$ cat src/rtl/serial_arith_pkg.sv
// Shared types and constants for the bit-sliced serial arithmetic units.
// Holds the sequencer state encoding, default sizes and counter sizing.
package serial_arith_pkg;

  typedef enum logic [1:0] {
    IDLE,
    RUN,
    DONE
  } state_e;

  localparam int DEF_WIDTH = 64;
  localparam int DEF_SLICE = 8;

  function automatic int cnt_width(input int n);
    return (n <= 1) ? 1 : $clog2(n);
  endfunction

endpackage

$ cat src/rtl/sub_slice.sv
// Combinational SLICE-bit ripple full-subtractor.
// Computes {bout, d} = a - b - bin.
module sub_slice #(
  parameter int SLICE = 8
) (
  input  logic [SLICE-1:0] a,
  input  logic [SLICE-1:0] b,
  input  logic             bin,
  output logic [SLICE-1:0] d,
  output logic             bout
);

  logic c;

  always_comb begin
    c = bin;
    d = '0;
    for (int i = 0; i < SLICE; i++) begin
      d[i] = a[i] ^ b[i] ^ c;
      c    = (~a[i] & b[i]) | (~(a[i] ^ b[i]) & c);
    end
    bout = c;
  end

endmodule

$ cat src/rtl/serial_subtractor_64bit.sv
// Multi-cycle bit-sliced subtractor: diff = a - b - bin, one slice per clock,
// LSB slice first, with valid/ready handshakes on both sides.
module serial_subtractor_64bit
  import serial_arith_pkg::*;
#(
  parameter int WIDTH = DEF_WIDTH,
  parameter int SLICE = DEF_SLICE
) (
  input  logic             clk,
  input  logic             rst,
  input  logic             in_valid,
  output logic             in_ready,
  input  logic [WIDTH-1:0] a,
  input  logic [WIDTH-1:0] b,
  input  logic             bin,
  output logic             out_valid,
  input  logic             out_ready,
  output logic [WIDTH-1:0] diff,
  output logic             bout,
  output logic             zero,
  output logic             overflow
);

  localparam int NSLICE = WIDTH / SLICE;
  localparam int CW     = cnt_width(NSLICE);
  localparam logic [CW-1:0] LAST = CW'(NSLICE - 1);

  state_e           state_q, state_d;
  logic [CW-1:0]    cnt_q, cnt_d;
  logic [WIDTH-1:0] a_sh_q, a_sh_d;
  logic [WIDTH-1:0] b_sh_q, b_sh_d;
  logic [WIDTH-1:0] d_sh_q, d_sh_d;
  logic             brw_q, brw_d;
  logic [WIDTH-1:0] diff_q, diff_d;
  logic             bout_q, bout_d;
  logic             zero_q, zero_d;
  logic             ovf_q, ovf_d;
  logic             out_valid_q, out_valid_d;

  logic [SLICE-1:0]       s;
  logic                   brw_next;
  logic [WIDTH+SLICE-1:0] d_cat;
  logic [WIDTH-1:0]       d_next;
  logic                   a_msb, b_msb;

  sub_slice #(
    .SLICE(SLICE)
  ) u_slice (
    .a   (a_sh_q[SLICE-1:0]),
    .b   (b_sh_q[SLICE-1:0]),
    .bin (brw_q),
    .d   (s),
    .bout(brw_next)
  );

  // New slice enters at the top; after NSLICE shifts d_sh is the full result.
  assign d_cat  = {s, d_sh_q};
  assign d_next = d_cat[WIDTH+SLICE-1:SLICE];
  assign a_msb  = a_sh_q[SLICE-1];
  assign b_msb  = b_sh_q[SLICE-1];

  always_comb begin
    state_d     = state_q;
    cnt_d       = cnt_q;
    a_sh_d      = a_sh_q;
    b_sh_d      = b_sh_q;
    d_sh_d      = d_sh_q;
    brw_d       = brw_q;
    diff_d      = diff_q;
    bout_d      = bout_q;
    zero_d      = zero_q;
    ovf_d       = ovf_q;
    out_valid_d = out_valid_q;
    unique case (1'b1)
      (state_q == IDLE): begin
        if (in_valid) begin
          a_sh_d  = a;
          b_sh_d  = b;
          brw_d   = bin;
          cnt_d   = '0;
          state_d = RUN;
        end
      end
      (state_q == RUN): begin
        a_sh_d = a_sh_q >> SLICE;
        b_sh_d = b_sh_q >> SLICE;
        d_sh_d = d_next;
        brw_d  = brw_next;
        cnt_d  = cnt_q + 1'b1;
        if (cnt_q == LAST) begin
          diff_d      = d_next;
          bout_d      = brw_next;
          zero_d      = (d_next == '0);
          ovf_d       = (a_msb ^ b_msb) & (a_msb ^ s[SLICE-1]);
          out_valid_d = 1'b1;
          state_d     = DONE;
        end
      end
      (state_q == DONE): begin
        if (out_ready) begin
          out_valid_d = 1'b0;
          state_d     = IDLE;
        end
      end
      default: begin
        state_d = IDLE;
      end
    endcase
  end

  always_ff @(posedge clk or negedge rst) begin
    if (!rst) begin
      state_q     <= IDLE;
      cnt_q       <= '0;
      a_sh_q      <= '0;
      b_sh_q      <= '0;
      d_sh_q      <= '0;
      brw_q       <= 1'b0;
      diff_q      <= '0;
      bout_q      <= 1'b0;
      zero_q      <= 1'b0;
      ovf_q       <= 1'b0;
      out_valid_q <= 1'b0;
    end else begin
      state_q     <= state_d;
      cnt_q       <= cnt_d;
      a_sh_q      <= a_sh_d;
      b_sh_q      <= b_sh_d;
      d_sh_q      <= d_sh_d;
      brw_q       <= brw_d;
      diff_q      <= diff_d;
      bout_q      <= bout_d;
      zero_q      <= zero_d;
      ovf_q       <= ovf_d;
      out_valid_q <= out_valid_d;
    end
  end

  assign in_ready  = (state_q == IDLE);
  assign out_valid = out_valid_q;
  assign diff      = diff_q;
  assign bout      = bout_q;
  assign zero      = zero_q;
  assign overflow  = ovf_q;

endmodule

$ cat config.mk
export PLATFORM = sky130hd
export DESIGN_NAME = serial_subtractor_64bit
export DESIGN_NICKNAME = d
export VERILOG_FILES = /design/src/rtl/serial_arith_pkg.sv /design/src/rtl/sub_slice.sv /design/src/rtl/serial_subtractor_64bit.sv
export SDC_FILE = /design/constraint.sdc
export NUM_CORES = 1
export LEC_CHECK = 0
export CAP_MARGIN = 5
export CORE_UTILIZATION = 47
export DETAILED_ROUTE_END_ITERATION = 10
export GPL_TIMING_DRIVEN = 0
export PLACE_DENSITY = 0.75
export RECOVER_POWER = 100
export SYNTH_ARGS = -nofsm -noshare
export SYNTH_HDL_FRONTEND = slang
export SYNTH_SLANG_ARGS = --single-unit
$ cat constraint.sdc
create_clock -name clk -period 12.67 [get_ports clk]
set_clock_uncertainty 0.05 [all_clocks]
set_input_delay 3.1675 -clock clk [delete_from_list [all_inputs] [get_ports clk]]
set_output_delay 3.1675 -clock clk [all_outputs]
set_load 0.03 [all_outputs]
# Word-level counts from Yosys, hierarchy flattened
# Index checks and enable logic that the tools add are counted.
# totals
regBits	266
output_inout_bits	69
# classes
addsub	1
n_eq_ne	6
muxes	15
bitwise_logic	58
reduce_logical	8
# ops
operator	count
$pmux W64 S2	2
$mux W64	2
$logic_not A64 Y1	1
$and A1 B1 Y1	17
$xor A1 B1 Y1	17
$not A1 Y1	16
$or A1 B1 Y1	8
$mux W2	3
$pmux W2 S3	1
$pmux W3 S2	1
$reduce_and A3 Y1	2
$ne A2 B2 Y1 const B	2
$pmux W1 S2	2
$reduce_and A2 Y1	2
$reduce_bool A2 Y1	2
$add A3 B1 Y3 const B	1
$eq A3 B3 Y1 const B	1
$mux W1	3
$mux W3	1
$eq A2 B1 Y1 const B	1
$eq A2 B2 Y1 const B	1
$logic_not A2 Y1	1
$ne A2 B1 Y1 const B	1

# Depth between registers and ports, before layout
# Gate-level depths: netlist of the first run.
# logic_depth
word_depth	19
mapped_depth	15
ltp_nobuf	15

# Hierarchy
# Synthesis of the first run repeated with hierarchy kept, for this count alone.
# unflattened
cells_unflattened	909
area_unflattened_um2	11168.2
# by_module_without_submodules
mod	n_inst	cells_per_inst	area_per_inst_um2	seq_area_each_um2
serial_subtractor_64bit	1	883	10940.5	6456.2
sub_slice	1	26	227.7	0.0

# Worst setup path after synthesis of the first run
# OpenSTA, ideal clock, no wires.
# synth_timing
kind	reg2out
startpoint	reg state_q[0]
endpoint	out in_ready
arrival_ns	1.297
required_time_ns	9.452
path_slack_ns	8.156
stages_incl_launch_ff	5
n_path_buf	3
cell_sequence	dfrtp_1 > buf_4 > clkbuf_1 > clkbuf_1 > nor2_1
# synth_via
elab_chain_cells	1
# synth_rtl
item	line	text
from (decl)	serial_subtractor_64bit.sv:28	state_e state_q, state_d;
from (signal assigned)	serial_subtractor_64bit.sv:125	state_q <= state_d;
$logic_not A2 Y1	serial_subtractor_64bit.sv:139	assign in_ready = (state_q == IDLE);
to (decl)	serial_subtractor_64bit.sv:12	output logic in_ready,
# Every way passes these cells.

# Final worst setup path of the first run
# layout_timing
startpoint	reg state_q[1]
endpoint	out in_ready
# Same word-level chain as after synthesis.

==> qor.yml, run 1 <==
status: "finished, violations left"
failed_checks: "design-rule violations, max-capacitance violations, max-slew violations"
vias: 8779
clk_transition_reported_paths_ns: 0.06
via_per_inst: 5.69
synth_top_area_share_pct: 59.8
hpwl_um: 21100
numPortBuffers: 201
min_to: "a_sh_q[38]$_DFFE_PN0P_"
synth_top_area_cell: "dfrtp_1"
min_path_type: "reg -> reg"
worstMarginPinSlew_ns: 2.92
reg2reg_to: "zero$_DFFE_PN0P_"
power.leakage_nw: 6.33
worstPathArrival_ns: 2.77
cp_max_fo: 10
syn_area_mm2: 0.0108
yosys.cell_types.count: 35
io_pins: 202
finalCriticalPeriod_ns: 5.98
critPathLaunchType: "flip-flop"
clock.fmax_mhz: 167
nFillCells: 1885
cts.sinks: 258
synthTopCellsByArea: "dfrtp_1, nand2_1, a22oi_1"
grt_pass1_vias: 8862
firstDrtPassIters: 8
drtIter0Drc: 576
vdd_drop_max_uv: 110
multi_input_area_mm2: 0.00387
rows: 55
core_region_area_mm2: 0.0226
r2r_slack_ns: 8.23
yosysSeqAreaShare_pct: 59.8
power_density_mw_per_mm2: 261
rr_worst_depth: 15
grt_usage_pct: 24.8
overflow: 0
path_class: "reg -> out"
holdBufCountCts: 0
grt_pass1_wl_um: 46700
tns_ns: 0
wl_per_cell_um: 18.6
r2r-start: "b_sh_q[0]$_DFFE_PN0P_"
final_cells: 1542
ys_warn_count: 0
ys_ff_latch: 258
numCtsBuffers: 26
setup_viol: 0
h-tree-depth: 1
antenna_found_initial: 3
drive_gt1_share_pct: 7.40
clk_latency_ns: 0.53
start_util_pct: 47.9
postCtsSetupRepairBufs: 0
cts-root-buf: "clkbuf_16"
slew-limit-headroom_pct: -94.7
drv_slew: 53
whs_path_depth: 2
avgSynthCellArea_um2: 10.7
layout.nets: 1381
regArea_mm2: 0.00646
cts_tree: "done"
finalWirelength_um: 28700
synth_cells: 1006
post_cts_resized: 0
die-area_mm2: 0.0236
hp-start: "a_sh_q[38]$_DFFE_PN0P_"
syn_nets: 1150
maxCapViolations: 1
hold_violations: 0
fp.dieW_um: 154
area_growth_pct: 29.8
finalCritPeriodShare_pct: 47.2
dp_cells: 1494
die_h_um: 154
drc: 4
grt_max_degree: 115
worstSetupEndpointType: "output port"
rsz0062_at_grt: "false"
worst-endpoint-required_ns: 9.45
ant_nets: 0
gp_congestion: 0.850
clock_path_buffers: 3
==> metal layers <==
layer | vias to the layer above | wire [um] | part of all wire [%] | track usage (%)
met5 | - | 25 | 0.087 | 0
met4 | 4 | 879 | 3.1 | 8.24
met3 | 62 | 1880 | 6.5 | 4.88
met2 | 327 | 13900 | 49 | 41.4
met1 | 4355 | 11900 | 42 | 32.6
li1 | 4031 | - | - | -
==> cell usage after synthesis (all sizes together) <==
| cell | instances |
|---|---|
| or4 | 1 |
| nor4 | 14 |
| nand4b | 1 |
| a31oi | 5 |
| nand3 | 1 |
| nand4 | 3 |
| o21ai | 93 |
| nor4b | 1 |
| nor2b | 2 |
| o22ai | 74 |
| clkbuf | 52 |
| nand2 | 249 |
| xnor2 | 1 |
| fa | 8 |
| and3b | 3 |
| clkinv | 1 |
| a22o | 18 |
| a21oi | 42 |
| a22oi | 68 |
| and2 | 5 |
| dfrtp | 258 |
| inv | 13 |
| o31ai | 2 |
| mux2 | 58 |
| buf | 27 |
| nor2 | 3 |
| ha | 3 |
==> cells by family (layout without fill, tap and decap cells) <==
family                     after synthesis  count (layout)  share of synthesized area [%]
AOI/OAI and AO/OA                      302             302                           17.2
xor gates and xnor gates                 1               1                         0.0811
adders and majority gates               11              11                           1.83
buffers and inverters                   93             343                           3.80
DFF                                    258             258                           59.8
muxes                                   58              58                           6.67
other                                    0               1                              0
and+or+nand+nor                        283             283                           10.7
==> critical path: stages, from the launching register on <==
cell and delay, ns:
dfrtp_1 0.32, clkbuf_1 0.33, clkbuf_1 0.47, clkbuf_1 0.34, nor2_1 0.07, dlygate4sd3_1 0.70
==> metrics by stage <==
stage / util [%] / setup WS [ns] / total power, mW / hold slack, ns / cell area (um^2)
floorplan: - / 8.16 / 2.33 / 0.400 / 10800
global placement: 58.3 / -2.46 / 2.86 / 0.411 / 13200
detailed placement: 58.6 / 7.37 / 2.91 / 0.420 / 13200
CTS: 62.7 / 6.81 / 3.74 / 0.434 / 14100
global route: 62.1 / 6.45 / 3.89 / 0.448 / 14000
finish: 62.1 / 6.69 / 3.66 / 0.427 / 14000
==> flip-flops by register name, summed over array words and instances (netlist names) <==
name,count
out_valid,1
zero,1
b_sh_q,64
a_sh_q,64
cnt_q,3
brw_q,1
bout,1
state_q,2
diff,64
d_sh_q,56
overflow,1
==> how the worst max path moves through the flow <==
stage / startpoint / endpoint / slack, ns / cells past startpoint
2_1_floorplan: state_q[0]$_DFFE_PN0P_ / in_ready / 8.16 / 4
3_3_place_gp: rst / b_sh_q[33]$_DFFE_PN0P_ / -2.46 / 1
3_5_place_dp: state_q[0]$_DFFE_PN0P_ / in_ready / 7.37 / 5
4_1_cts: state_q[0]$_DFFE_PN0P_ / in_ready / 6.81 / 5
5_1_grt: rst / b_sh_q[18]$_DFFE_PN0P_ / 6.45 / 3
6_report: state_q[1]$_DFFE_PN0P_ / in_ready / 6.69 / 5
==> where the power goes <==
part | internal [mW] | switching, mW
sequential | 1.18 | 0.272
clock | 0.498 | 0.320
combinational | 0.553 | 0.834
==> area by class of cell <==
cell class / instances / area share (%)
Buffer: 79 / 2.19
Clock inverter: 12 / 1.14
Multi-Input combinational cell: 655 / 27.6
Timing Repair Buffer: 203 / 14.7
Tap cell: 285 / 2.54
Clock buffer: 35 / 5.39
Antenna cell: 1 / 0.0178
Sequential cell: 258 / 46.0
Inverter: 14 / 0.375
==> layout by cell type, fill, tap and decap left out, types with 3 or more instances in the layout <==
cell / instances
clkinv_2: 8
clkbuf_1: 75
nor2_1: 3
nand4_1: 3
a21oi_1: 42
and2_1: 5
clkbuf_16: 27
a31oi_1: 5
a22oi_1: 68
mux2_1: 18
o22ai_1: 74
inv_1: 13
ha_1: 3
bufinv_16: 4
nand2_1: 249
clkdlybuf4s50_1: 129
buf_2: 6
clkbuf_8: 5
a22o_1: 18
nor4_1: 14
and3b_1: 3
dfrtp_1: 258
dlygate4sd3_1: 71
o21ai_0: 93
mux2_2: 38
fa_1: 8
Note: power is estimated with default switching activity, not from simulation.
==> run 2: changes to the inputs <==
- clock period: 12.67 -> 5.99 ns (I/O delays scaled with it)
==> qor.yml, run 2 (same netlist as run 1, synthesis figures left out) <==
grt_max_degree: 115
vias: 8772
antenna_found_initial: 2
via_per_inst: 5.69
cts.sinks: 258
vdd_drop_max_uv: 232
met1_length_um: 11900
status: "finished, violations left"
postCtsSetupRepairBufs: 0
numPortBuffers: 201
start_util_pct: 47.9
cts_tree: "done"
tns_ns: 0
grt_pass1_vias: 8862
drive_gt1_share_pct: 7.32
wl_met2_um: 13900
cts-root-buf: "clkbuf_16"
clk_latency_ns: 0.53
finalWirelength_um: 28600
grt_pass1_wl_um: 46700
die-area_mm2: 0.0236
drtIter0Drc: 576
stdcell_area_mm2: 0.0140
holdBufCountCts: 0
power_density_mw_per_mm2: 552
ant_nets: 0
firstDrtPassIters: 8
layout.nets: 1381
finalCritPeriodShare_pct: 74.1
drc: 4
die_h_um: 154
post_cts_resized: 0
slew-limit-headroom_pct: -94.7
worstSetupEndpointType: "flip-flop"
maxCapViolations: 1
top_layer_used: "met5"
grt_usage_pct: 24.8
final_cell_mix: "dfrtp_1, nand2_1, clkdlybuf4s50_1, o21ai_0, clkbuf_1"
rsz0062_at_grt: "false"
rows: 55
power.leakage_nw: 6.32
worstPathArrival_ns: 4.83
dp_cells: 1494
worstMarginPinSlew_ns: 2.92
whs_path_depth: 2
failed_checks: "design-rule violations, max-capacitance violations, max-slew violations"
placed_area_mm2: 0.0132
finalCriticalPeriod_ns: 4.44
wl_per_cell_um: 18.6
h-tree-depth: 1
hpwl_um: 21100
rr_worst_depth: 15
overflow: 0
core_region_area_mm2: 0.0226
clk_transition_reported_paths_ns: 0.06
drv_slew: 53
final_cells: 1542
path_class: "reg -> reg"
min_path_type: "reg -> reg"
numCtsBuffers: 26
io_pins: 202
clock_path_buffers: 3
setup_viol: 0
hold_violations: 0
area_growth_pct: 29.8
gp_congestion: 0.850
wl_met3_um: 1900
total_power_mw: 7.74
final_common_cell: "dfrtp_1"
fp.dieW_um: 154
cp_max_fo: 4
critPathLaunchType: "flip-flop"
worst-endpoint-required_ns: 6.38
clock.fmax_mhz: 225
-- run 2: metal layers --
metal / up-vias / track usage (%)
met2: 329 / 41.4
met4: 2 / 8.24
met3: 60 / 4.88
met1: 4352 / 32.6
met5: - / 0
li1: 4029 / -
-- run 2: through the flow --
stage / setup WS (ns) / hold slack, ns / utilization [%]
after floorplan: 1.87 / 0.400 / -
after global placement: -7.47 / 0.411 / 58.3
after detailed placement: 1.59 / 0.420 / 58.6
after CTS: 1.60 / 0.434 / 62.7
after global routing: 1.36 / 0.448 / 62.1
final: 1.55 / 0.427 / 62.1
-- run 2: area by class of cell --
| cell class | instances | area [um^2] |
|---|---|---|
| plain buffers | 79 | 307 |
| clock inverters | 12 | 160 |
| clock buffers | 35 | 756 |
| diodes | 1 | 2.50 |
| well taps | 285 | 357 |
| fillers | 1886 | 8550 |
| inverters | 14 | 52.6 |
| repair buffers | 203 | 2060 |
| flip-flops and latches | 258 | 6460 |
| multi-input cells | 655 | 3870 |
-- run 2: worst paths after layout --
kind                                         from                endpoint  slack [ns]
setup / recovery            b_sh_q[0]$_DFFE_PN0P_        zero$_DFFE_PN0P_        1.55
hold / removal             a_sh_q[38]$_DFFE_PN0P_  a_sh_q[38]$_DFFE_PN0P_        0.43
setup reg to reg            b_sh_q[0]$_DFFE_PN0P_        zero$_DFFE_PN0P_        1.55
hold reg to reg            a_sh_q[38]$_DFFE_PN0P_  a_sh_q[38]$_DFFE_PN0P_        0.43
max in group asynchronous                     rst  b_sh_q[18]$_DFFE_PN0P_        2.06
min in group asynchronous                     rst    diff[34]$_DFFE_PN0P_        1.86
-- run 2: worst max-delay path, stage by stage, from the launching register on --
cell	delay, ns
dfrtp_1	0.40
inv_1	0.08
fa_1	0.16
inv_1	0.05
fa_1	0.38
fa_1	0.42
fa_1	0.41
fa_1	0.39
fa_1	0.39
fa_1	0.37
inv_1	0.08
fa_1	0.48
nand4b_1	0.22
nor4_1	0.25
nand3_1	0.09
o21ai_0	0.16
-- run 2: where the power goes --
part / internal [mW] / total [mW] / switching (mW)
Combinational: 1.17 / 2.93 / 1.76
Sequential: 2.50 / 3.07 / 0.575
Clock: 1.05 / 1.73 / 0.678
Total: 4.72 / 7.74 / 3.02
